==> config.mk <==
export PLATFORM = sky130hd
export DESIGN_NAME = sop_eval_pipe
export DESIGN_NICKNAME = d
export VERILOG_FILES = /design/src/rtl/sop_pkg.sv /design/src/rtl/sop_term_match.sv /design/src/rtl/sop_eval_pipe.sv
export SDC_FILE = /design/constraint.sdc
export NUM_CORES = 1
export LEC_CHECK = 0
export ABC_AREA = 1
export BUFFER_PORTS_ARGS = -buffer_cell sky130_fd_sc_hd__buf_2
export CAP_MARGIN = 15
export CELL_PAD_IN_SITES_DETAIL_PLACEMENT = 2
export CELL_PAD_IN_SITES_GLOBAL_PLACEMENT = 2
export CORE_AREA = 2 2 160 162
export CTS_BUF_LIST = sky130_fd_sc_hd__clkbuf_8
export CTS_CLUSTER_DIAMETER = 40
export DETAILED_ROUTE_END_ITERATION = 12
export DIE_AREA = 0 0 162 164
export PLACE_DENSITY_LB_ADDON = 0.1
export REMOVE_ABC_BUFFERS = 1
export SLEW_MARGIN = 10
export SYNTH_ARGS = -nofsm -noshare
export SYNTH_HDL_FRONTEND = slang
export SYNTH_SLANG_ARGS = --single-unit
==> constraint.sdc <==
create_clock -name clk -period 3.5 [get_ports clk]
set_input_delay 0.175 -clock clk [delete_from_list [all_inputs] [get_ports clk]]
set_output_delay 0.175 -clock clk [all_outputs]
set_load 0.03 [all_outputs]
==> src/rtl/sop_pkg.sv <==
// Shared types, defaults and helpers for the sum-of-products evaluator.
// Latency: n/a (declarations only).
// Backpressure: n/a.
package sop_pkg;

    localparam int SOP_N_IN_DEF   = 12;
    localparam int SOP_N_TERM_DEF = 8;
    localparam int SOP_MAX_N_IN   = 32;

    // One programmable product term. Stored at the maximum input width;
    // bits above N_IN are always written as zero so they never take part.
    typedef struct packed {
        logic [SOP_MAX_N_IN-1:0] care;
        logic [SOP_MAX_N_IN-1:0] pol;
    } term_rec_t;

    // Index width for a table of 'value' entries, never less than one bit.
    function automatic int sop_clog2(input int value);
        int w;
        w = 0;
        for (int v = value - 1; v > 0; v = v >> 1) begin
            w++;
        end
        return (w < 1) ? 1 : w;
    endfunction

endpackage

==> src/rtl/sop_term_match.sv <==
// Evaluates one product term against an input vector.
// Latency: purely combinational.
// Backpressure: none; pure function of its inputs.
module sop_term_match
    import sop_pkg::*;
(
    input  term_rec_t               i_term,
    input  logic [SOP_MAX_N_IN-1:0] i_data,
    output logic                    o_hit
);

    logic w_enabled;
    logic w_mismatch;

    // An empty care mask means the term is switched off, not a constant 1.
    assign w_enabled  = |i_term.care;
    assign w_mismatch = |((i_data ^ i_term.pol) & i_term.care);
    assign o_hit      = w_enabled & ~w_mismatch;

endmodule

==> src/rtl/sop_eval_pipe.sv <==
// Programmable sum-of-products evaluator with a two-stage valid/ready pipeline.
// Latency: 2 cycles from input handshake to out_valid when not stalled.
// Backpressure: each stage loads when empty or draining; in_ready falls only when both stages are held.
module sop_eval_pipe
    import sop_pkg::*;
#(
    parameter int N_IN   = SOP_N_IN_DEF,
    parameter int N_TERM = SOP_N_TERM_DEF,
    parameter int TW     = sop_clog2(N_TERM)
) (
    input  logic              clk,
    input  logic              rst,
    input  logic              cfg_we,
    input  logic [TW-1:0]     cfg_idx,
    input  logic [N_IN-1:0]   cfg_care,
    input  logic [N_IN-1:0]   cfg_pol,
    input  logic              cfg_inv,
    input  logic              in_valid,
    output logic              in_ready,
    input  logic [N_IN-1:0]   in_data,
    output logic              out_valid,
    input  logic              out_ready,
    output logic              out_bit,
    output logic [N_TERM-1:0] out_terms
);

    term_rec_t               r_table [N_TERM];
    logic                    r_inv;

    logic                    r_s1_vld;
    logic [N_TERM-1:0]       r_s1_terms;
    logic                    r_s1_inv;

    logic                    r_s2_vld;
    logic [N_TERM-1:0]       r_s2_terms;
    logic                    r_s2_bit;

    logic [SOP_MAX_N_IN-1:0] w_data_ext;
    logic [N_TERM-1:0]       w_hits;
    logic                    w_s2_adv;
    logic                    w_s1_drain;

    assign w_data_ext = SOP_MAX_N_IN'(in_data);

    // S2 can load when empty or its result is taken this cycle; S1 drains into it.
    assign w_s2_adv   = ~r_s2_vld | out_ready;
    assign w_s1_drain = r_s1_vld & w_s2_adv;
    assign in_ready   = ~r_s1_vld | w_s1_drain;

    // Term table held in flops; a later write to the same index overwrites.
    always_ff @(posedge clk) begin
        if (rst) begin
            for (int t = 0; t < N_TERM; t++) begin
                r_table[t] <= '0;
            end
            r_inv <= 1'b0;
        end else if (cfg_we) begin
            for (int t = 0; t < N_TERM; t++) begin
                if (cfg_idx == TW'(t)) begin
                    r_table[t].care <= SOP_MAX_N_IN'(cfg_care);
                    r_table[t].pol  <= SOP_MAX_N_IN'(cfg_pol);
                end
            end
            r_inv <= cfg_inv;
        end
    end

    for (genvar g = 0; g < N_TERM; g++) begin : g_term
        sop_term_match u_match (
            .i_term (r_table[g]),
            .i_data (w_data_ext),
            .o_hit  (w_hits[g])
        );
    end

    // S1 snapshots the term vector and inv from the table as it stands before this edge's write.
    always_ff @(posedge clk) begin
        if (rst) begin
            r_s1_vld   <= 1'b0;
            r_s1_terms <= '0;
            r_s1_inv   <= 1'b0;
        end else if (in_ready) begin
            r_s1_vld <= in_valid;
            if (in_valid) begin
                r_s1_terms <= w_hits;
                r_s1_inv   <= r_inv;
            end
        end
    end

    // S2 folds the term vector into the output bit; holds while stalled.
    always_ff @(posedge clk) begin
        if (rst) begin
            r_s2_vld   <= 1'b0;
            r_s2_terms <= '0;
            r_s2_bit   <= 1'b0;
        end else if (w_s2_adv) begin
            r_s2_vld <= r_s1_vld;
            if (r_s1_vld) begin
                r_s2_terms <= r_s1_terms;
                r_s2_bit   <= (|r_s1_terms) ^ r_s1_inv;
            end
        end
    end

    assign out_valid = r_s2_vld;
    assign out_bit   = r_s2_bit;
    assign out_terms = r_s2_terms;

endmodule

=== Word level (Yosys, flattened, before mapping) ===
Memories as Yosys holds them, arrays and structs flattened.
Cells that the tools add are included.

* Word-level logic and storage cells: 139
* RAM bits: 192
* Register bits after elaboration: 21
* Output and inout bits: 11
* Memories: 1

{| class="wikitable"
|+ Memories
! memory !! depth !! bits a word !! rd ports !! clocked after Yosys merged registers in !! write ports !! line !! source
|-
| r_table || 8 || 24 || 8 || 0 || 8 || sop_eval_pipe.sv:27 || <nowiki>term_rec_t r_table [N_TERM];</nowiki>
|}

* Multiplexer cells: 50
* Eq/ne operators: 7
* Bitwise logic cells: 54
* Reductions and logical operators: 20

{| class="wikitable"
|+ Operator list
! cell !! number
|-
| OR reduction 32 bit || 16
|-
| bitwise AND 32 bit || 8
|-
| XOR 12 x 32 -> 32 bit || 8
|-
| two-way mux 12 bit || 16
|-
| two-way mux 1 bit || 34
|-
| bitwise OR 1 bit || 18
|-
| equality test 3 bit, second input constant || 4
|-
| NOT 1 bit || 10
|-
| bitwise AND 1 bit || 9
|-
| OR reduction 8 bit || 1
|-
| equality test 3 x 2 -> 1 bit, second input constant || 2
|-
| AND reduction 2 bit || 2
|-
| equality test 3 x 1 -> 1 bit, second input constant || 1
|-
| logical NOT 3 bit || 1
|-
| XOR 1 bit || 1
|}

=== Depth between registers and ports, before layout ===
Gate-level depths: netlist of run 1.

* Word-level depth: 6
* Mapped depth: 10

=== Hierarchy ===
Synthesis of run 1 repeated with hierarchy kept, for this count alone.

* Cells, all modules: 2011
* Area, all modules: 13755.7 sq um

{| class="wikitable"
|+ By module, submodules not included
! module !! instances !! sequential area each (sq um) !! cells each !! area each (sq um)
|-
| sop_eval_pipe || 1 || 6185.9 || 531 || 7459.7
|-
| sop_term_match || 8 || 0.0 || 185 || 787.0
|}

=== Least setup slack after synthesis of run 1 ===
No wires, ideal clock.

* Kind: input to register
* Start: input cfg_we
* End: memory r_table[0][72] (netlist name), enable pin
* Required time: 3.062 ns
* Path slack: 0.897 ns
* Stages on the path: 4
* Library setup time: 0.438 ns
* Data arrival time: 2.165 ns
* Cells stage by stage: inv_1 nor2_2 inv_1 o21ai_0

{| class="wikitable"
|+ RTL lines
! item !! line !! source
|-
| from (decl) || sop_eval_pipe.sv:13 || <nowiki>input logic cfg_we,</nowiki>
|-
| to (decl) || sop_eval_pipe.sv:27 ||
|}

=== Worst setup path in the final report of run 1 ===
* Start: register r_s2_vld (netlist: out_valid)
* End: register r_s1_terms[5]

* Longest elaborated chain between the ends: 5

{| class="wikitable"
|+ RTL lines
! item !! line !! source
|-
| from (decl) || sop_eval_pipe.sv:34 || <nowiki>logic r_s2_vld;</nowiki>
|-
| from (signal assigned) || sop_eval_pipe.sv:98 || <nowiki>r_s2_vld <= r_s1_vld;</nowiki>
|-
| NOT 1 bit || sop_eval_pipe.sv:46 || <nowiki>assign w_s2_adv = ~r_s2_vld | out_ready;</nowiki>
|-
| bitwise OR 1 bit || sop_eval_pipe.sv:46 ||
|-
| bitwise AND 1 bit || sop_eval_pipe.sv:47 || <nowiki>assign w_s1_drain = r_s1_vld & w_s2_adv;</nowiki>
|-
| bitwise OR 1 bit || sop_eval_pipe.sv:48 || <nowiki>assign in_ready = ~r_s1_vld | w_s1_drain;</nowiki>
|-
| AND reduction 2 bit (no source line) || n/a ||
|-
| to (signal assigned) || sop_eval_pipe.sv:85 || <nowiki>r_s1_terms <= w_hits;</nowiki>
|-
| to (decl) || sop_eval_pipe.sv:31 || <nowiki>logic [N_TERM-1:0] r_s1_terms;</nowiki>
|}

Every way passes these cells.
A chain may end at the register's enable or synchronous reset.

==> results of run 1 <==
## state kept, by name (all words and copies together) (netlist names)
| register | flops |
|---|---|
| out_valid | 1 |
| r_s1_inv | 1 |
| r_s1_vld | 1 |
| r_table | 192 |
| r_inv | 1 |
| out_terms | 8 |
| out_bit | 1 |
| r_s1_terms | 8 |
## cells in the mapped netlist, drive strengths merged
cell type / count / share of area
inv: 112 / 0.043
nand2: 263 / 0.10
nor2: 332 / 0.13
nand3: 81 / 0.041
or2: 24 / 0.015
dfxtp: 21 / 0.043
a21oi: 15 / 0.0076
nor3: 1 / 0.00051
nand4: 4 / 0.0025
xnor2: 1 / 0.00089
edfxtp: 192 / 0.59
o21ai: 17 / 0.0086
buf: 24 / 0.016
clkbuf: 10 / 0.0041
and2: 8 / 0.0051
## per-layer routing
layer	up-vias	GRT usage
li1	3695	-
met1	3958	0.328
met4	0	0.0861
met3	58	0.0366
met2	156	0.446
met5	-	0
## cells by family after synthesis
| logic type | Yosys count | synth area share |
|---|---|---|
| DFF | 213 | 0.628 |
| xor gates and xnor gates | 1 | 0.000889 |
| AOI/OAI and AO/OA | 32 | 0.0163 |
| buffers and inverters | 146 | 0.0630 |
| and+or+nand+nor | 713 | 0.292 |
## power by group through the flow
| stage | logic [mW] | clock network, mW | registers, mW |
|---|---|---|---|
| 2_1_floorplan | 0.315 | 0 | 3.10 |
| 3_3_place_gp | 0.567 | 0 | 3.11 |
| 3_5_place_dp | 0.596 | 0 | 3.13 |
| 4_1_cts | 0.609 | 2.65 | 3.08 |
| 5_1_grt | 0.675 | 2.75 | 3.09 |
| 6_report | 0.599 | 2.61 | 3.07 |
## cell type report
cell class | count | area [um^2]
clock inverter | 28 | 218
sequential | 213 | 6190
multi-input combinational | 746 | 3070
fill | 2812 | 13400
tap | 330 | 413
timing repair buffer | 75 | 445
clock buffer | 46 | 633
inverter | 112 | 420
## worst min-delay path: stages
cell and delay, ps:
buf_2 70, inv_1 100, nor2_1 120
## per-stage QoR
step / total power [mW] / hold slack (ps)
2_1_floorplan: 3.41 / 244
6_report: 6.28 / 39.7
3_5_place_dp: 3.72 / 447
5_1_grt: 6.52 / 38.9
3_3_place_gp: 3.68 / 449
4_1_cts: 6.34 / 24.2
## repair_timing
action | 4_1_cts | 5_1_grt
setup endpoints to repair | 0 | 0
hold buffers | 5 | 0
endpoints found under the hold margin | 4 | 0
## worst max path at each step
stage / endpoint / slack, ps / startpoint
4_1_cts: r_s1_terms[5] / 1690 / out_valid
6_report: r_s1_terms[5] / 1700 / out_valid
3_3_place_gp: r_table[0][24] / 1380 / cfg_we
3_5_place_dp: r_table[0][24] / 1260 / cfg_we
2_1_floorplan: r_table[0][72] / 900 / cfg_we
5_1_grt: r_s1_terms[5] / 1490 / out_valid
==> results.cfg, run 1 <==
[run_status]
status = completed

[pwr]
p_per_area_mw_per_mm2 = 552
ir_drop_v = 0.000284
combPwrFrac = 0.095
p_switching_mw = 1.65
p_clk_frac = 0.415
p_int_mw = 4.63
power.leakage_nw = 4.96
swShare = 0.263
power_frac_seq = 0.489

[clock_network]
clockRootBuffer = clkbuf_8
cts_resized = 0
cts.sinks = 213
cts-buffers-inserted = 42
clockBufferDepth = 3
post-cts-setup-buffer-count = 0
htreeDepth = 2
cts_tree = done
clock_latency_ps = 560
path_clk_slew_ps = 60

[place]
gp_congestion = 0.814
dpl_worst_slack_ps = 1260
dp.cells = 1470
place_area_mm2 = 0.0105
io_buffer_count = 55
dp_hpwl_mm = 23.1

[routing]
wl_met2_mm = 16.1
wirelength_mm = 32.6
drc = 0
vias_per_cell = 5.08
drtPass1Iterations = 5
antenna_left = 0
first_iter_violations = 471
top_layer_used = met4
via_count = 7867
wl_met3_mm = 1.28
wl_met1_mm = 14.2
wire_per_inst_um = 21.0

[setup_path]
worstPathMaxFanout = 18
max_stage_delay_ps = 450
crit_slowest_cell = nand2_1
cp.depth = 7
r2r_setup_slack_ps = 1700
regToRegEndpoint = r_s1_terms[5]
r2r_cells = 7
worst_path_most_repeated_cell = nand2_1
worstSetupStartpointType = flip-flop
r2r-start = out_valid
crit_arrival_ps = 2280
worstSetupEndpointType = flip-flop
critical_path.cell_chain = nand3_1, nand2_1, nor2_1, nand2_1, nor2_1, nand2_1, a21oi_1
path_buf_inv = 0
cp_top_family = simple AND/OR/NAND/NOR gates
path_class = flip-flop to flip-flop
worstPathRequired_ps = 3970

[worst_hold_path]
hold_depth = 3
hold_class = input pin to flip-flop
hold_end = r_table[0][83]
hold_path.startpoint = cfg_pol[11]

[die]
rows = 58
design.core.area_mm2 = 0.0248
io_pins = 56
initial_core_util = 0.397
die-area_mm2 = 0.0266
die_x_um = 162
die_y_um = 164

[finish]
diodes = 0
utilization = 0.459
nets = 1235
area_delta_synth_final_pct = 15.6
instances_no_fill = 1550
final_common_cell = nor2_1
stdcell_area_mm2 = 0.0114
drive_gt1_frac = 0.130
mostFrequentLayoutCells = nor2_1 (330), nand2_1 (262), edfxtp_1 (192), inv_1 (126), nand3_1 (81)

[grt]
antenna_found_initial = 0
grtUsageTotal = 0.256
grt_pass1_vias = 8659
grt_overflow = 0
grt_max_degree = 38
grt_pass1_wl_mm = 50.1

[sta]
hold_viol = 0
fmax_ghz = 0.555
fin_skew_ps = 23.2
relSlewSlack = 0.471
setup_slack_ps = 1700
final.setup.tns_ps = 0
setup_viol = 0
slew_viol_final = 0
period_needed_ps = 1800
worst_pin_slew_ps = 794
rsz0062_at_grt = false
finalCritPeriodShare = 0.515

[synth]
synth-seq-cells = 213
syn_inst = 1105
ys_seq_area_frac = 0.628
ys.warnings.count = 0
synth_area_per_cell_um2 = 8.92
syn_area_mm2 = 0.00985
ys_types = 22

[job]
maxCapViolations = 0
No activity file was read; power rests on OpenSTA's default activity.
==> run 2, diff against run 1 <==
Settings changed: CORE_AREA 2 2 160 162 to 2 2 169 171, DIE_AREA 0 0 162 164 to 0 0 171 173.
Clock period 3.5 ns to 1.4 ns, I/O delays scaled along.
==> run 2 against run 1 <==
Clock power is 110% higher. Via count rose by 3.3%. First-iteration DRC count decreased by 0.85%. Clock skew shrank 12 ps. Hold slack worse by 28 ps. Largest cell class unchanged. Final cell count rose by 7.0%. Highest routed layer unchanged. Critical path depth grew 1. Maximum frequency increased by 32%. Wire length is 6.3% higher. Global-route usage fell by 1.6 points. Sequential share of layout area shrank 3.6 points.
==> results.cfg, run 2 (synthesized netlist as in run 1, its figures left out) <==
[routing]
drc = 0
drtPass1Iterations = 6
via_count = 8129
first_iter_violations = 467
wire_per_inst_um = 20.9
vias_per_cell = 4.90
antenna_left = 0
wirelength_mm = 34.7

[finish]
instances_no_fill = 1659
nFillCells = 3053
nets = 1297
regArea_mm2 = 0.00619
multi_input_area_mm2 = 0.00324
area_delta_synth_final_pct = 23.8
final_common_cell = nor2_1
drive_gt1_frac = 0.201
mostFrequentLayoutCells = nor2_1 (302), nand2_1 (252), edfxtp_1 (192), inv_1 (123), nand3_1 (76)
diodes = 0
top_register = r_table
stdcell_area_mm2 = 0.0122
largest_register_ff_count = 192

[setup_path]
worstSetupStartpointType = flip-flop
crit_arrival_ps = 1830
max_stage_delay_ps = 430
r2r_setup_slack_ps = 30
path_class = flip-flop to flip-flop
crit_slowest_cell = edfxtp_1
worstPathMaxFanout = 2
worstSetupEndpointType = flip-flop
critical_path.cell_chain = nand2_1, nor2_1, nor2_2, nand2_1, nor2_1, buf_4, nand2_2, a21oi_2
worstPathRequired_ps = 1860

[sta]
period_needed_ps = 1370
fmax_ghz = 0.730
slew_viol_final = 0
relSlewSlack = 0.633
rsz0062_at_grt = true
setup_viol = 0
finalCritPeriodShare = 0.979
hold_viol = 0
worst_pin_slew_ps = 550
fin_skew_ps = 11.0

[die]
die-area_mm2 = 0.0296
die_y_um = 173
die_x_um = 171
initial_core_util = 0.357
design.core.area_mm2 = 0.0276
rows = 61
io_pins = 56

[worst_hold_path]
hold_class = input pin to flip-flop

[pwr]
swShare = 0.275
power.leakage_nw = 5.29
p_int_mw = 10.8
p_per_area_mw_per_mm2 = 1220
p_clk_frac = 0.363
combPwrFrac = 0.122
power_frac_seq = 0.515
ir_drop_v = 0.000801
p_switching_mw = 4.10

[job]
maxCapViolations = 0

[grt]
grt_overflow = 0
grtUsageTotal = 0.239
grt_max_degree = 38
grt_pass1_wl_mm = 52.4
grt_pass1_vias = 8911
antenna_found_initial = 1

[place]
dp_hpwl_mm = 24.5
place_area_mm2 = 0.0111
dp.cells = 1564
gp_congestion = 0.762
io_buffer_count = 55

[clock_network]
cts_tree = done
clockRootBuffer = clkbuf_8
path_clk_slew_ps = 60
htreeDepth = 2
clockBufferDepth = 3
clock_latency_ps = 530
cts.sinks = 213
cts-buffers-inserted = 40

[run_status]
status = completed
-- run 2: cell count changes in the layout (fill, tap and decap cells not counted), sizes merged --
cell | previous run | this run
clkbuf | 46 | 43
dlygate4sd3 | 5 | 18
buf | 70 | 120
clkinvlp | 0 | 4
clkinv | 10 | 11
bufinv | 4 | 0
-- run 2: what timing repair did --
action,4_1_cts,5_1_grt
setup endpoints to repair,6,35
endpoints found under the hold margin,55,0
pin swaps,0,18
gates cloned,0,1
setup buffers,0,6
hold buffers,18,0
gates resized for setup,16,51
-- run 2: worst paths after layout --
| kind | depth (start not counted) | from | to |
|---|---|---|---|
| worst max-delay path | 8 | r_table[0][85] | r_s1_terms[3] |
| worst min-delay path | 3 | cfg_care[6] | r_table[0][18] |
| worst max register to register | 8 | r_table[0][85] | r_s1_terms[3] |
| worst min register to register | 2 | out_terms[2] | out_terms[2] |
-- run 2: power by group through the flow --
stage                     logic, mW  registers, mW  clock network [mW]
after global routing           2.01           7.73                5.82
after floorplan               0.788           7.74                   0
after detailed placement       1.69           7.80                   0
final                          1.82           7.67                5.41
after CTS                      1.76           7.67                5.55
after global placement         1.62           7.76                   0
-- run 2: area by class of cell --
cell class / instances / area share
Clock buffer: 42 / 0.0474
Clock inverter: 29 / 0.0104
Inverter: 112 / 0.0348
Multi-Input combinational cell: 746 / 0.265
Sequential cell: 213 / 0.508
Tap cell: 378 / 0.0388
Timing Repair Buffer: 139 / 0.0956
-- run 2: metal layers --
| layer | share of wire | global-route usage | up-vias |
|---|---|---|---|
| met2 | 0.52 | 0.433 | 157 |
| met4 | 0.013 | 0.0427 | 0 |
| met3 | 0.036 | 0.0293 | 42 |
| li1 | - | - | 3818 |
| met1 | 0.43 | 0.308 | 4112 |
| met5 | 0 | 0 | - |
-- run 2: worst max-delay path: cells and delay by family (launching register included) --
family,cells,cell delay (ps)
and+or+nand+nor,6,630
buffers and inverters,1,120
AOI/OAI and AO/OA,1,110
DFF,1,430
-- run 2: per-stage QoR --
step	hold slack (ps)	setup WS, ps	total power, mW	utilization	TNS [ps]
6_report	11.9	29.9	14.9	0.441	0
5_1_grt	15.7	-57.9	15.6	0.441	-145
4_1_cts	4.34	1.21	15.0	0.434	0
3_5_place_dp	307	-115	9.49	0.400	-398
3_3_place_gp	299	-99.3	9.38	0.400	-199
2_1_floorplan	139	-1100	8.53	-	-178280
==> run 3, diff against run 2 <==
Settings changed: PLACE_DENSITY set to 0.8, PLACE_DENSITY_LB_ADDON 0.1 to not set.
==> run 3 against run 2 <==
The flow now finishes with violations (negative setup slack). Register-to-register slack lost 50 ps. Via count increased by 0.54%. Final cell count fell by 0.84%. Global-route usage is 0.23 points higher. Die area stayed put. Critical path depth fell by 2. Cell area shrank 0.69%. Critical endpoint is now r_s1_terms[2]. Largest cell class unchanged.
==> results.cfg, run 3 (synthesized netlist as in run 1, its figures left out) <==
[pwr]
p_clk_frac = 0.401
swShare = 0.268
ir_drop_v = 0.000564
p_int_mw = 11.5
power_frac_seq = 0.487
p_switching_mw = 4.22
power.leakage_nw = 5.29
combPwrFrac = 0.112
p_per_area_mw_per_mm2 = 1300

[sta]
fin_skew_ps = 17.4
finalCritPeriodShare = 1.02
fmax_ghz = 0.703
setup_slack_ps = -22.9
final.setup.tns_ps = -34.2
worst_pin_slew_ps = 507
hold_viol = 0
relSlewSlack = 0.662
rsz0062_at_grt = true
setup_viol = 2
period_needed_ps = 1420
slew_viol_final = 0

[worst_hold_path]
hold_class = input pin to flip-flop

[place]
io_buffer_count = 55
dp_hpwl_mm = 24.5
gp_congestion = 0.803
dpl_worst_slack_ps = -104
dp.cells = 1554

[grt]
grt_pass1_wl_mm = 53.4
grt_pass1_vias = 9197
antenna_found_initial = 0
grtUsageTotal = 0.242
grt_max_degree = 38
grt_overflow = 0

[finish]
nFillCells = 3050
multi_input_area_mm2 = 0.00315
nets = 1280
largest_register_ff_count = 192
diodes = 0
drive_gt1_frac = 0.176
regArea_mm2 = 0.00619
final_common_cell = nor2_1
area_delta_synth_final_pct = 22.9
top_register = r_table
mostFrequentLayoutCells = nor2_1 (317), nand2_1 (256), edfxtp_1 (192), inv_1 (129), nand3_1 (76)
instances_no_fill = 1645

[setup_path]
crit_arrival_ps = 1890
worstSetupStartpointType = flip-flop
worstSetupEndpointType = flip-flop
path_class = flip-flop to flip-flop
worstPathMaxFanout = 2
worstPathRequired_ps = 1870

[clock_network]
htreeDepth = 2
path_clk_slew_ps = 60
cts_tree = done
clockBufferDepth = 3
clockRootBuffer = clkbuf_8
clock_latency_ps = 540
cts-buffers-inserted = 43
cts.sinks = 213

[die]
die-area_mm2 = 0.0296
design.core.area_mm2 = 0.0276
initial_core_util = 0.357
die_y_um = 173
die_x_um = 171
io_pins = 56
rows = 61

[routing]
via_count = 8173
antenna_left = 0
wirelength_mm = 35.2
first_iter_violations = 574
wire_per_inst_um = 21.4
vias_per_cell = 4.97
drc = 0
drtPass1Iterations = 5

[run_status]
status = complete, but fails checks
violations = negative setup slack

[job]
maxCapViolations = 0
-- run 3: changes by cell type in the layout (fill, tap and decap cells not counted), moves of 6 or more --
| cell | previous run | this run |
|---|---|---|
| dlygate4sd3_1 | 18 | 12 |
| clkbuf_8 | 42 | 49 |
| inv_1 | 123 | 129 |
| nor2_1 | 302 | 317 |
| nor2_2 | 25 | 13 |
| buf_4 | 49 | 33 |
-- run 3: area by class of cell --
cell class / instances / share of cell area
sequential: 213 / 0.511
inverter: 112 / 0.0347
multi-input combinational: 746 / 0.260
clock inverter: 28 / 0.0136
tap: 378 / 0.0391
clock buffer: 49 / 0.0557
timing repair buffer: 119 / 0.0853
-- run 3: worst max-delay path: stages (launching register included) --
cell and delay, ps:
edfxtp_1 400, or2_2 290, nand3_1 120, nand3_2 170, nor2_2 150, nand2_2 90
a21oi_1 140
-- run 3: what timing repair did --
item	CTS	global route
pin swaps	11	5
setup endpoints to repair	6	7
cloned	0	0
buffers inserted	0	2
resized for setup	19	14
hold buffers	12	0
endpoints found under the hold margin	24	0
-- run 3: metrics by stage --
step / cell area, um^2 / hold WS (ps) / util / total power [mW]
final: 12100 / 12.0 / 0.438 / 15.8
after global routing: 12100 / 23.8 / 0.438 / 16.4
after CTS: 12100 / 0.817 / 0.436 / 15.9
after detailed placement: 11000 / 347 / 0.400 / 9.47
after global placement: 11000 / 317 / 0.400 / 9.33
after floorplan: 9650 / 139 / - / 8.53
-- run 3: power by group through the flow --
stage | clock network [mW] | registers [mW] | logic, mW
after floorplan | 0 | 7.74 | 0.788
after global placement | 0 | 7.75 | 1.59
after detailed placement | 0 | 7.79 | 1.68
after CTS | 6.45 | 7.67 | 1.76
after global routing | 6.71 | 7.72 | 1.95
final | 6.32 | 7.67 | 1.77
-- run 3: routing by layer --
| metal | vias to the layer above | GRT usage | share of wire |
|---|---|---|---|
| li1 | 3784 | - | - |
| met5 | - | 0 | 0 |
| met3 | 76 | 0.0359 | 0.041 |
| met4 | 0 | 0.0992 | 0.040 |
| met1 | 4119 | 0.297 | 0.42 |
| met2 | 194 | 0.422 | 0.50 |
-- run 3: worst paths after layout --
kind	startpoint	to	slack [ps]	cells past startpoint
setup / recovery	r_table[0][53]	r_s1_terms[2]	-20	6
hold reg to reg	r_s1_inv	r_s1_inv	480	2
hold / removal	cfg_pol[3]	r_table[0][75]	10	3
setup reg to reg	r_table[0][53]	r_s1_terms[2]	-20	6
